==> src/rtl/load_store_unit_if.sv <==
// Request and data-memory bus of the load/store unit.
// Handshake: a request transfers on a rising clk edge where req_valid && req_ready; done pulses for one cycle when it retires.
interface load_store_unit_if #(
    parameter int ADDR_W = 32
);
    logic              req_valid;
    logic              req_ready;
    logic              req_write;
    logic [2:0]        funct3;
    logic [ADDR_W-1:0] addr;
    logic [31:0]       wdata;
    logic [31:0]       rdata_out;
    logic              done;
    logic              misaligned;
    logic [ADDR_W-1:0] mem_addr;
    logic              mem_wr;
    logic [31:0]       mem_wdata;
    logic [31:0]       mem_rdata;

    modport master (
        output req_valid, req_write, funct3, addr, wdata, mem_rdata,
        input  req_ready, rdata_out, done, misaligned, mem_addr, mem_wr, mem_wdata
    );

    modport slave (
        input  req_valid, req_write, funct3, addr, wdata, mem_rdata,
        output req_ready, rdata_out, done, misaligned, mem_addr, mem_wr, mem_wdata
    );
endinterface

==> src/rtl/load_store_unit.sv <==
// Data-memory access stage: sequences a word-wide memory without byte enables,
// doing sub-word stores as read-modify-write and extending sub-word loads.
module load_store_unit #(
    parameter int ADDR_W  = 32,
    parameter int MEM_LAT = 1
) (
    input  logic             clk,
    input  logic             rst,
    load_store_unit_if.slave bus,
    output logic [2:0]       stateDbg
);
    typedef enum logic [2:0] {
        IDLE    = 3'd0,
        RD_WAIT = 3'd1,
        WRITE   = 3'd2,
        DONE    = 3'd3,
        ERR     = 3'd4
    } stateT;

    localparam logic [2:0] LAT_INIT = 3'(MEM_LAT - 1);

    stateT             state;
    stateT             stateNext;
    logic [2:0]        cnt;
    logic [1:0]        lowAddrQ;
    logic [2:0]        funct3Q;
    logic [15:0]       wdataQ;
    logic              writeQ;
    logic [ADDR_W-1:0] memAddrQ;
    logic [31:0]       memWdataQ;
    logic [31:0]       rdataQ;

    logic              accept;
    logic              reqLegal;
    logic              reqMisal;
    logic              reqErr;
    logic              isSw;
    logic [7:0]        byteLane;
    logic [15:0]       halfLane;
    logic [31:0]       loadWord;
    logic [31:0]       mergedWord;

    assign accept = bus.req_valid && (state == IDLE);
    assign isSw   = bus.req_write && (bus.funct3 == 3'b010);

    always_comb begin
        reqLegal = 1'b0;
        reqMisal = 1'b0;
        if (bus.req_write)
            reqLegal = bus.funct3 inside {3'b000, 3'b001, 3'b010};
        else
            reqLegal = bus.funct3 inside {3'b000, 3'b001, 3'b010, 3'b100, 3'b101};
        if (bus.funct3[1:0] == 2'b01 && bus.addr[0])
            reqMisal = 1'b1;
        if (bus.funct3[1:0] == 2'b10 && bus.addr[1:0] != 2'b00)
            reqMisal = 1'b1;
        reqErr = !reqLegal || reqMisal;
    end

    // Lane selection uses the latched low address bits; the memory word arrives later.
    always_comb begin
        byteLane = bus.mem_rdata[{lowAddrQ, 3'b000} +: 8];
        halfLane = bus.mem_rdata[{lowAddrQ[1], 4'b0000} +: 16];
        loadWord = bus.mem_rdata;
        case (funct3Q)
            3'b000:  loadWord = {{24{byteLane[7]}}, byteLane};
            3'b001:  loadWord = {{16{halfLane[15]}}, halfLane};
            3'b100:  loadWord = {24'd0, byteLane};
            3'b101:  loadWord = {16'd0, halfLane};
            default: loadWord = bus.mem_rdata;
        endcase
        mergedWord = bus.mem_rdata;
        if (funct3Q[0])
            mergedWord[{lowAddrQ[1], 4'b0000} +: 16] = wdataQ;
        else
            mergedWord[{lowAddrQ, 3'b000} +: 8] = wdataQ[7:0];
    end

    always_comb begin
        stateNext = state;
        case (state)
            IDLE: begin
                if (accept) begin
                    if (reqErr)
                        stateNext = ERR;
                    else if (isSw)
                        stateNext = WRITE;
                    else
                        stateNext = RD_WAIT;
                end
            end
            RD_WAIT: begin
                if (cnt == 3'd0)
                    stateNext = writeQ ? WRITE : DONE;
            end
            WRITE:   stateNext = DONE;
            DONE:    stateNext = IDLE;
            ERR:     stateNext = IDLE;
            default: stateNext = IDLE;
        endcase
    end

    // Strobes decode straight from state so an async reset kills mem_wr at once.
    always_comb begin
        bus.req_ready  = (state == IDLE);
        bus.done       = (state == DONE) || (state == ERR);
        bus.misaligned = (state == ERR);
        bus.mem_wr     = (state == WRITE);
    end

    always_ff @(posedge clk or posedge rst) begin
        if (rst) begin
            state     <= IDLE;
            cnt       <= 3'd0;
            lowAddrQ  <= 2'd0;
            funct3Q   <= 3'd0;
            wdataQ    <= 16'd0;
            writeQ    <= 1'b0;
            memAddrQ  <= '0;
            memWdataQ <= 32'd0;
            rdataQ    <= 32'd0;
        end else begin
            state <= stateNext;
            case (state)
                IDLE: begin
                    if (accept) begin
                        lowAddrQ <= bus.addr[1:0];
                        funct3Q  <= bus.funct3;
                        wdataQ   <= bus.wdata[15:0];
                        writeQ   <= bus.req_write;
                        cnt      <= LAT_INIT;
                        if (!reqErr) begin
                            memAddrQ <= {bus.addr[ADDR_W-1:2], 2'b00};
                            if (isSw)
                                memWdataQ <= bus.wdata;
                        end
                    end
                end
                RD_WAIT: begin
                    if (cnt == 3'd0) begin
                        if (writeQ)
                            memWdataQ <= mergedWord;
                        else
                            rdataQ <= loadWord;
                    end else begin
                        cnt <= cnt - 3'd1;
                    end
                end
                default: ;
            endcase
        end
    end

    assign bus.mem_addr  = memAddrQ;
    assign bus.mem_wdata = memWdataQ;
    assign bus.rdata_out = rdataQ;
    assign stateDbg      = state;
endmodule

==> src/flat_wrapper.sv <==
// flat-port wrapper written by rule: the top's interface ports become plain ports
module load_store_unit_flat 
#(
    parameter int ADDR_W  = 32,
    parameter int MEM_LAT = 1
)
  (clk, rst, stateDbg, bus_req_valid, bus_req_write, bus_funct3, bus_addr, bus_wdata, bus_mem_rdata, bus_req_ready, bus_rdata_out, bus_done, bus_misaligned, bus_mem_addr, bus_mem_wr, bus_mem_wdata);
  load_store_unit_if #(.ADDR_W(ADDR_W)) bus_i ();
  input  logic clk;
  input  logic rst;
  output logic [2:0] stateDbg;
  input wire logic [$bits(bus_i.req_valid)-1:0] bus_req_valid;
  input wire logic [$bits(bus_i.req_write)-1:0] bus_req_write;
  input wire logic [$bits(bus_i.funct3)-1:0] bus_funct3;
  input wire logic [$bits(bus_i.addr)-1:0] bus_addr;
  input wire logic [$bits(bus_i.wdata)-1:0] bus_wdata;
  input wire logic [$bits(bus_i.mem_rdata)-1:0] bus_mem_rdata;
  output wire logic [$bits(bus_i.req_ready)-1:0] bus_req_ready;
  output wire logic [$bits(bus_i.rdata_out)-1:0] bus_rdata_out;
  output wire logic [$bits(bus_i.done)-1:0] bus_done;
  output wire logic [$bits(bus_i.misaligned)-1:0] bus_misaligned;
  output wire logic [$bits(bus_i.mem_addr)-1:0] bus_mem_addr;
  output wire logic [$bits(bus_i.mem_wr)-1:0] bus_mem_wr;
  output wire logic [$bits(bus_i.mem_wdata)-1:0] bus_mem_wdata;
  assign bus_i.req_valid = bus_req_valid;
  assign bus_i.req_write = bus_req_write;
  assign bus_i.funct3 = bus_funct3;
  assign bus_i.addr = bus_addr;
  assign bus_i.wdata = bus_wdata;
  assign bus_i.mem_rdata = bus_mem_rdata;
  assign bus_req_ready = bus_i.req_ready;
  assign bus_rdata_out = bus_i.rdata_out;
  assign bus_done = bus_i.done;
  assign bus_misaligned = bus_i.misaligned;
  assign bus_mem_addr = bus_i.mem_addr;
  assign bus_mem_wr = bus_i.mem_wr;
  assign bus_mem_wdata = bus_i.mem_wdata;
  load_store_unit #(.ADDR_W(ADDR_W), .MEM_LAT(MEM_LAT)) u_core (.clk(clk), .rst(rst), .bus(bus_i), .stateDbg(stateDbg));
endmodule
==> config.mk <==
export PLATFORM = sky130hd
export DESIGN_NAME = load_store_unit_flat
export DESIGN_NICKNAME = d
export VERILOG_FILES = /design/src/rtl/load_store_unit_if.sv /design/src/rtl/load_store_unit.sv /design/src/flat_wrapper.sv
export SDC_FILE = /design/constraint.sdc
export NUM_CORES = 1
export LEC_CHECK = 0
export BUFFER_PORTS_ARGS = -buffer_cell sky130_fd_sc_hd__buf_4
export CORE_MARGIN = 2
export CORE_UTILIZATION = 45
export DETAILED_ROUTE_END_ITERATION = 10
export PLACE_DENSITY = 0.75
export SETUP_SLACK_MARGIN = 0.5
export SLEW_MARGIN = 20
export SYNTH_ARGS = -nofsm -noshare
export SYNTH_HDL_FRONTEND = slang
export SYNTH_SLANG_ARGS = --single-unit
==> constraint.sdc <==
create_clock -name clk -period 3.4 [get_ports clk]
set_input_delay 0 -clock clk [delete_from_list [all_inputs] [get_ports clk]]
set_output_delay 0 -clock clk [all_outputs]
set_load 0.1 [all_outputs]
== Yosys cells after proc, flatten, opt, wreduce, memory -nomap -nowiden ==
Cells that the tools add are included.
Cells by class
  shift operators: 6
  eq/ne operators: 19
  add/sub/neg operators: 3
  bitwise logic cells: 2
  reductions and logical operators: 21
  mux-type cells: 22
Operators with widths (count)
  two-way mux 32 bit: 6
  one-hot mux 32 bit (4 select lines): 1
  bitwise mux 32 bit: 2
  one-hot mux 32 bit (2 select lines): 1
  variable shift 16 x 7 -> 32 bit (first input constant): 1
  variable shift 8 x 7 -> 32 bit (first input constant): 1
  indexed part select 16 x 7 -> 32 bit: 1
  indexed part select 32 x 6 -> 16 bit: 1
  indexed part select 32 x 6 -> 8 bit: 1
  indexed part select 8 x 7 -> 32 bit: 1
  == test 3 bit (second input constant): 5
  two-way mux 3 bit: 5
  negator 5 -> 7 bit: 2
  logical NOT 3 bit: 4
  == test 3 x 1 -> 1 bit (second input constant): 3
  == test 3 x 2 -> 1 bit (second input constant): 3
  one-hot mux 3 bit (3 select lines): 1
  AND reduction 3 bit: 3
  != test 2 x 1 -> 1 bit (second input constant): 4
  one-hot mux 3 bit (2 select lines): 1
  AND reduction 6 bit: 1
  nonzero test 5 bit: 1
  logical AND 1 bit: 4
  two-way mux 1 bit: 4
  11 further kinds: 16
Storage, ports and cells
  logic and storage cells: 82
  output and inout bits: 103
  register bits after elaboration: 122
  input bits: 103

== Depth between registers and ports, before layout ==
  word-level depth: 8
  depth in mapped cells: 10
  gate-level depth less buffers: 7

== Worst setup path after synthesis ==
No wires, ideal clock.
  path type: register to output
  start: register u_core.state[2] (netlist: u_core.stateDbg[2])
  end: output bus_done
  arrival time: 4455 ps
  path buffers: 1
  data required time: 3400 ps
  setup slack: -1055 ps
  cell stages (with the launch flop): 4
  cell sequence: dfrtp_1 -> buf_2 -> nor3b_1 -> nand2b_1
On the way
  word-level cells in the longest chain between the ends: 2
  elaborated cells between the ends (all ways): 3
  those cells by class: eq/ne (2); reduce/logical (1)
RTL lines
  from (decl): RTL line load_store_unit.sv:22  | stateT state;
  from (signal assigned): RTL line load_store_unit.sv:123  | state <= stateNext;
  == test 3 bit
  net bus_misaligned: RTL line flat_wrapper.sv:21  | output wire logic [$bits(bus_i.misaligned)-1:0] bus_misaligned;
  logical OR 1 bit: RTL line load_store_unit.sv:106  | bus.done = (state == DONE) || (state == ERR);
  to (decl): RTL line flat_wrapper.sv:20  | output wire logic [$bits(bus_i.done)-1:0] bus_done;
The timed path passes the listed nets, and every way through them passes these cells.

== Worst setup path in the final report ==
  start: register u_core.lowAddrQ[1]
  end: register u_core.memWdataQ[21] (netlist: u_core.bus.mem_wdata[21])
On the way
  word-level cells in the longest chain between the ends: 7
  elaborated cells between the ends (all ways): 12
  those cells by class: add/sub (2); shift (4); mux (6)
RTL lines
  from (decl): RTL line load_store_unit.sv:25  | logic [1:0] lowAddrQ;
  from (signal assigned): RTL line load_store_unit.sv:127  | lowAddrQ <= bus.addr[1:0];
  negator 5 -> 7 bit (on tied branches): RTL line load_store_unit.sv:74, load_store_unit.sv:76
  indexed part select 16 x 7 -> 32 bit, or another cell as far along: RTL line load_store_unit.sv:74  | mergedWord[{lowAddrQ[1], 4'b0000} +: 16] = wdataQ;
  bitwise mux 32 bit (on tied branches): RTL line load_store_unit.sv:74, load_store_unit.sv:76
  two-way mux 32 bit *: RTL line load_store_unit.sv:73  | if (funct3Q[0])
  two-way mux 32 bit *: RTL line load_store_unit.sv:141  | if (writeQ)
  two-way mux 32 bit *: RTL line load_store_unit.sv:140  | if (cnt == 3'd0) begin
  one-hot mux 32 bit (2 select lines) *: RTL line load_store_unit.sv:124  | case (state)
  to (signal assigned): RTL line load_store_unit.sv:135  | memWdataQ <= bus.wdata;
  to (signal assigned): RTL line load_store_unit.sv:142  | memWdataQ <= mergedWord;
  to (decl): RTL line load_store_unit.sv:30  | logic [31:0] memWdataQ;
Every way passes the cells marked *; elsewhere a longest branch is shown, timed or not. The select of a mux whose other input is x is not followed.
A chain may end at the register's enable or synchronous reset.

==> parameters.txt <==
Parameter                              Value

Run status
  Status    finished, final reports clean

Clock network
  Clock slew at reported path FFs    0.06 ns
  Root buffer selected by CTS    clkbuf_16
  Total number of H-tree levels    4
  Clock tree from TritonCTS    done
  Quantity of gates resized following cts    0
  Cts bufs inserted    17
  Clock tree sinks    122
  Insertion delay of the later-clocked pin in the worst-skew pair    0.43 ns
  Clk buf depth    2
  Setup Buffers After CTS    0

Timing
  Setup repair after global routing missed its margin    false
  Total Neg Setup Slack    0 ns
  Final hold viol count    0
  Worst-case headroom to the max-slew limit    0.371
  Post-route fraction of the period consumed by the critical path    0.757
  Slew @ Worst Pin    0.936 ns
  Final clock skew    0.00910 ns
  FMAX    388 MHz
  Number of failing setup endpoints in the final timing report    0
  Minimum clock period    2.58 ns
  Minimum hold slack    0.0280 ns
  Count of pins over their slew limit    0

Global route
  First-pass GRT wire length    35.2 mm
  Overflow left after global routing    0
  Largest net degree at the start of global routing    72
  Number of antenna violations at the first check in global routing    1
  Vias in the first global route    6522
  Global-route usage over all layers    0.287

Finish
  Nets    1077
  Fraction of layout instances using a drive strength above 1    0.336
  FILL cells    1065
  Area growth from synthesis to layout    50.4%
  Most frequent standard cell in the layout excluding fill and tap cells    buf_4
  Most frequent cells in the layout    buf_4 (219), nand2_1 (153), dfrtp_1 (120)
  Final design utilization    0.687
  Total area of multi-input combinational cells    3240 sq um
  Register area    3060 sq um

Critical path
  Crit. End Element    register
  Start-to-end type of the worst setup path    reg2reg
  Largest fanout on the critical path    33
  Ordered list of cells on the worst path    buf_4, buf_4, ha_1, nor4bb_1, buf_4, a221oi_1, a211oi_1, a21oi_1, o21ai_0
  Dominant cell type by count on the critical path    buf_4
  CP top delay family    buffers and inverters
  Crit path arrival time    2.92 ns
  Count of buffer and inverter cells on the critical path    3
  Slowest Stage Delay on Critical Path    0.44 ns
  Startpoint type of the worst setup path    register
  Cell at the slowest stage of the critical path    buf_4
  CP required    3.74 ns

Floorplanning
  Placeable core region    14400 sq um
  Die extent in x    125 um
  Starting utilization of the core area    0.457
  Number of rows created at floorplan    44
  IO Pins    206
  Area of the die    15600 sq um
  Height of the die    125 um

Detailed routing
  Via count    6495
  Number of remaining DRC errors    0
  Final Routed Wirelength    22.3 mm
  Number of vias per cell after detailed routing    5.58
  Count of routing violations after the opening detailed-route iteration    752
  Wirelength per Cell    19.1 um
  Antenna Nets Post-Route    0
  DRT Pass-1 Iters    5

Synthesis
  Sequential area share after synthesis    0.465
  Synth Flop Type    dfrtp_1
  Area contributors post-synth    dfrtp_1 (47%), mux2_2 (10%), nand2_1 (8.8%)
  Async set-or-reset flop fraction in the synthesized netlist    1.00
  Post-synthesis instance area    6560 sq um
  Count of yosys warnings during synthesis    0
  Count of distinct cell types in the synthesized netlist    48
  Number of flops mapped to enable cells by yosys    0
  Area leader, netlist    dfrtp_1
  Syn Area/Cell    9.54 sq um
  Area fraction of the dominant cell type after synthesis    0.465
  Post-synthesis register bit count    122
  Post-Synthesis Cells    688

Placement
  Placer Congestion    0.887
  Detailed Place HPWL    14.8 mm
  Input/output buffers    203

Hold path
  Worst min-delay path class    in2reg

Flow run
  Max-cap violations    0
==> state kept, by name, indices dropped and copies added (netlist names) <==
register	cells
u_core.bus.mem_wdata	32
u_core.stateDbg	3
u_core.bus.mem_addr	30
u_core.wdataQ	16
u_core.funct3Q	3
u_core.cnt	3
u_core.bus.rdata_out	32
u_core.writeQ	1
u_core.lowAddrQ	2
==> cells by family after synthesis <==
logic type | after synthesis | share of synthesized area
buf+inv | 71 | 0.0446
flops | 122 | 0.465
fa+ha+maj | 7 | 0.0133
compound gates | 181 | 0.185
other cells | 1 | 0.000571
mux | 88 | 0.148
simple gates | 218 | 0.143
==> worst paths after layout <==
check | end | startpoint | slack [ns] | cells past startpoint
worst max-delay path | u_core.bus.mem_wdata[21]$_DFFE_PP0P_ | u_core.lowAddrQ[1]$_DFFE_PP0P_ | 0.82 | 9
worst min-delay path | u_core.bus.rdata_out[1]$_DFFE_PP0P_ | bus_mem_rdata[1] | 0.03 | 4
worst max register to register | u_core.bus.mem_wdata[21]$_DFFE_PP0P_ | u_core.lowAddrQ[1]$_DFFE_PP0P_ | 0.82 | 9
worst min register to register | u_core.bus.rdata_out[12]$_DFFE_PP0P_ | u_core.bus.rdata_out[12]$_DFFE_PP0P_ | 0.48 | 1
max in group asynchronous | u_core.funct3Q[0]$_DFFE_PP0P_ | rst | 2.33 | 4
min in group asynchronous | u_core.wdataQ[11]$_DFFE_PP0P_ | rst | 0.35 | 4
==> cells in the mapped netlist, types with 2 or more instances <==
library cell / n
nand2_1: 154
nand2b_1: 3
a21oi_1: 53
nor3b_1: 3
inv_1: 16
buf_2: 12
nor3_1: 4
a31oi_1: 3
mux2i_1: 24
o221ai_1: 17
clkbuf_1: 35
a21o_1: 8
a211oi_1: 16
a2bb2oi_1: 7
nor2_1: 27
a32oi_1: 2
nor2b_1: 9
mux2_1: 2
mux2_2: 61
a221oi_1: 23
o21ai_0: 34
or4_1: 2
nand3_1: 4
buf_4: 3
o22ai_1: 6
dfrtp_1: 122
or2_2: 2
a22oi_1: 6
nor4bb_1: 2
ha_1: 7
buf_1: 4
==> stage by stage <==
step / setup slack, ns / instance area, sq um / std cells
after floorplan: 0.00407 / 6580 / 689
after global placement: 0.963 / 8240 / 1038
after detailed placement: 0.870 / 8240 / 1038
after CTS: 0.863 / 9870 / 1164
after global routing: 0.655 / 9870 / 1165
final: 0.825 / 9870 / 1165
==> what timing repair did <==
action,CTS,global route
hold endpoints to repair,232,0
hold buffers,94,0
setup endpoints to repair,0,0
==> layout make-up <==
class	count	area share
repair buffers	313	0.262
diodes	1	0.000253
multi-input cells	496	0.328
clock inverters	13	0.0241
flip-flops and latches	122	0.310
inverters	17	0.00684
well taps	184	0.0233
clock buffers	19	0.0459
==> metal layers <==
| layer | vias to the layer above | GRT usage | share of wire |
|---|---|---|---|
| met5 | - | 0 | 0 |
| met4 | 0 | 0.123 | 0.029 |
| met3 | 49 | 0.0717 | 0.095 |
| met2 | 368 | 0.460 | 0.47 |
| met1 | 3060 | 0.372 | 0.41 |
| li1 | 3018 | - | - |
==> tightest hold or removal path, delay by kind of cell <==
kind,cells,cell delay (ns)
compound gates,2,0.24
buf+inv,2,0.17
Power is not shown: default switching activity piles up to over one toggle a cycle in this logic, so the estimate is an artifact.
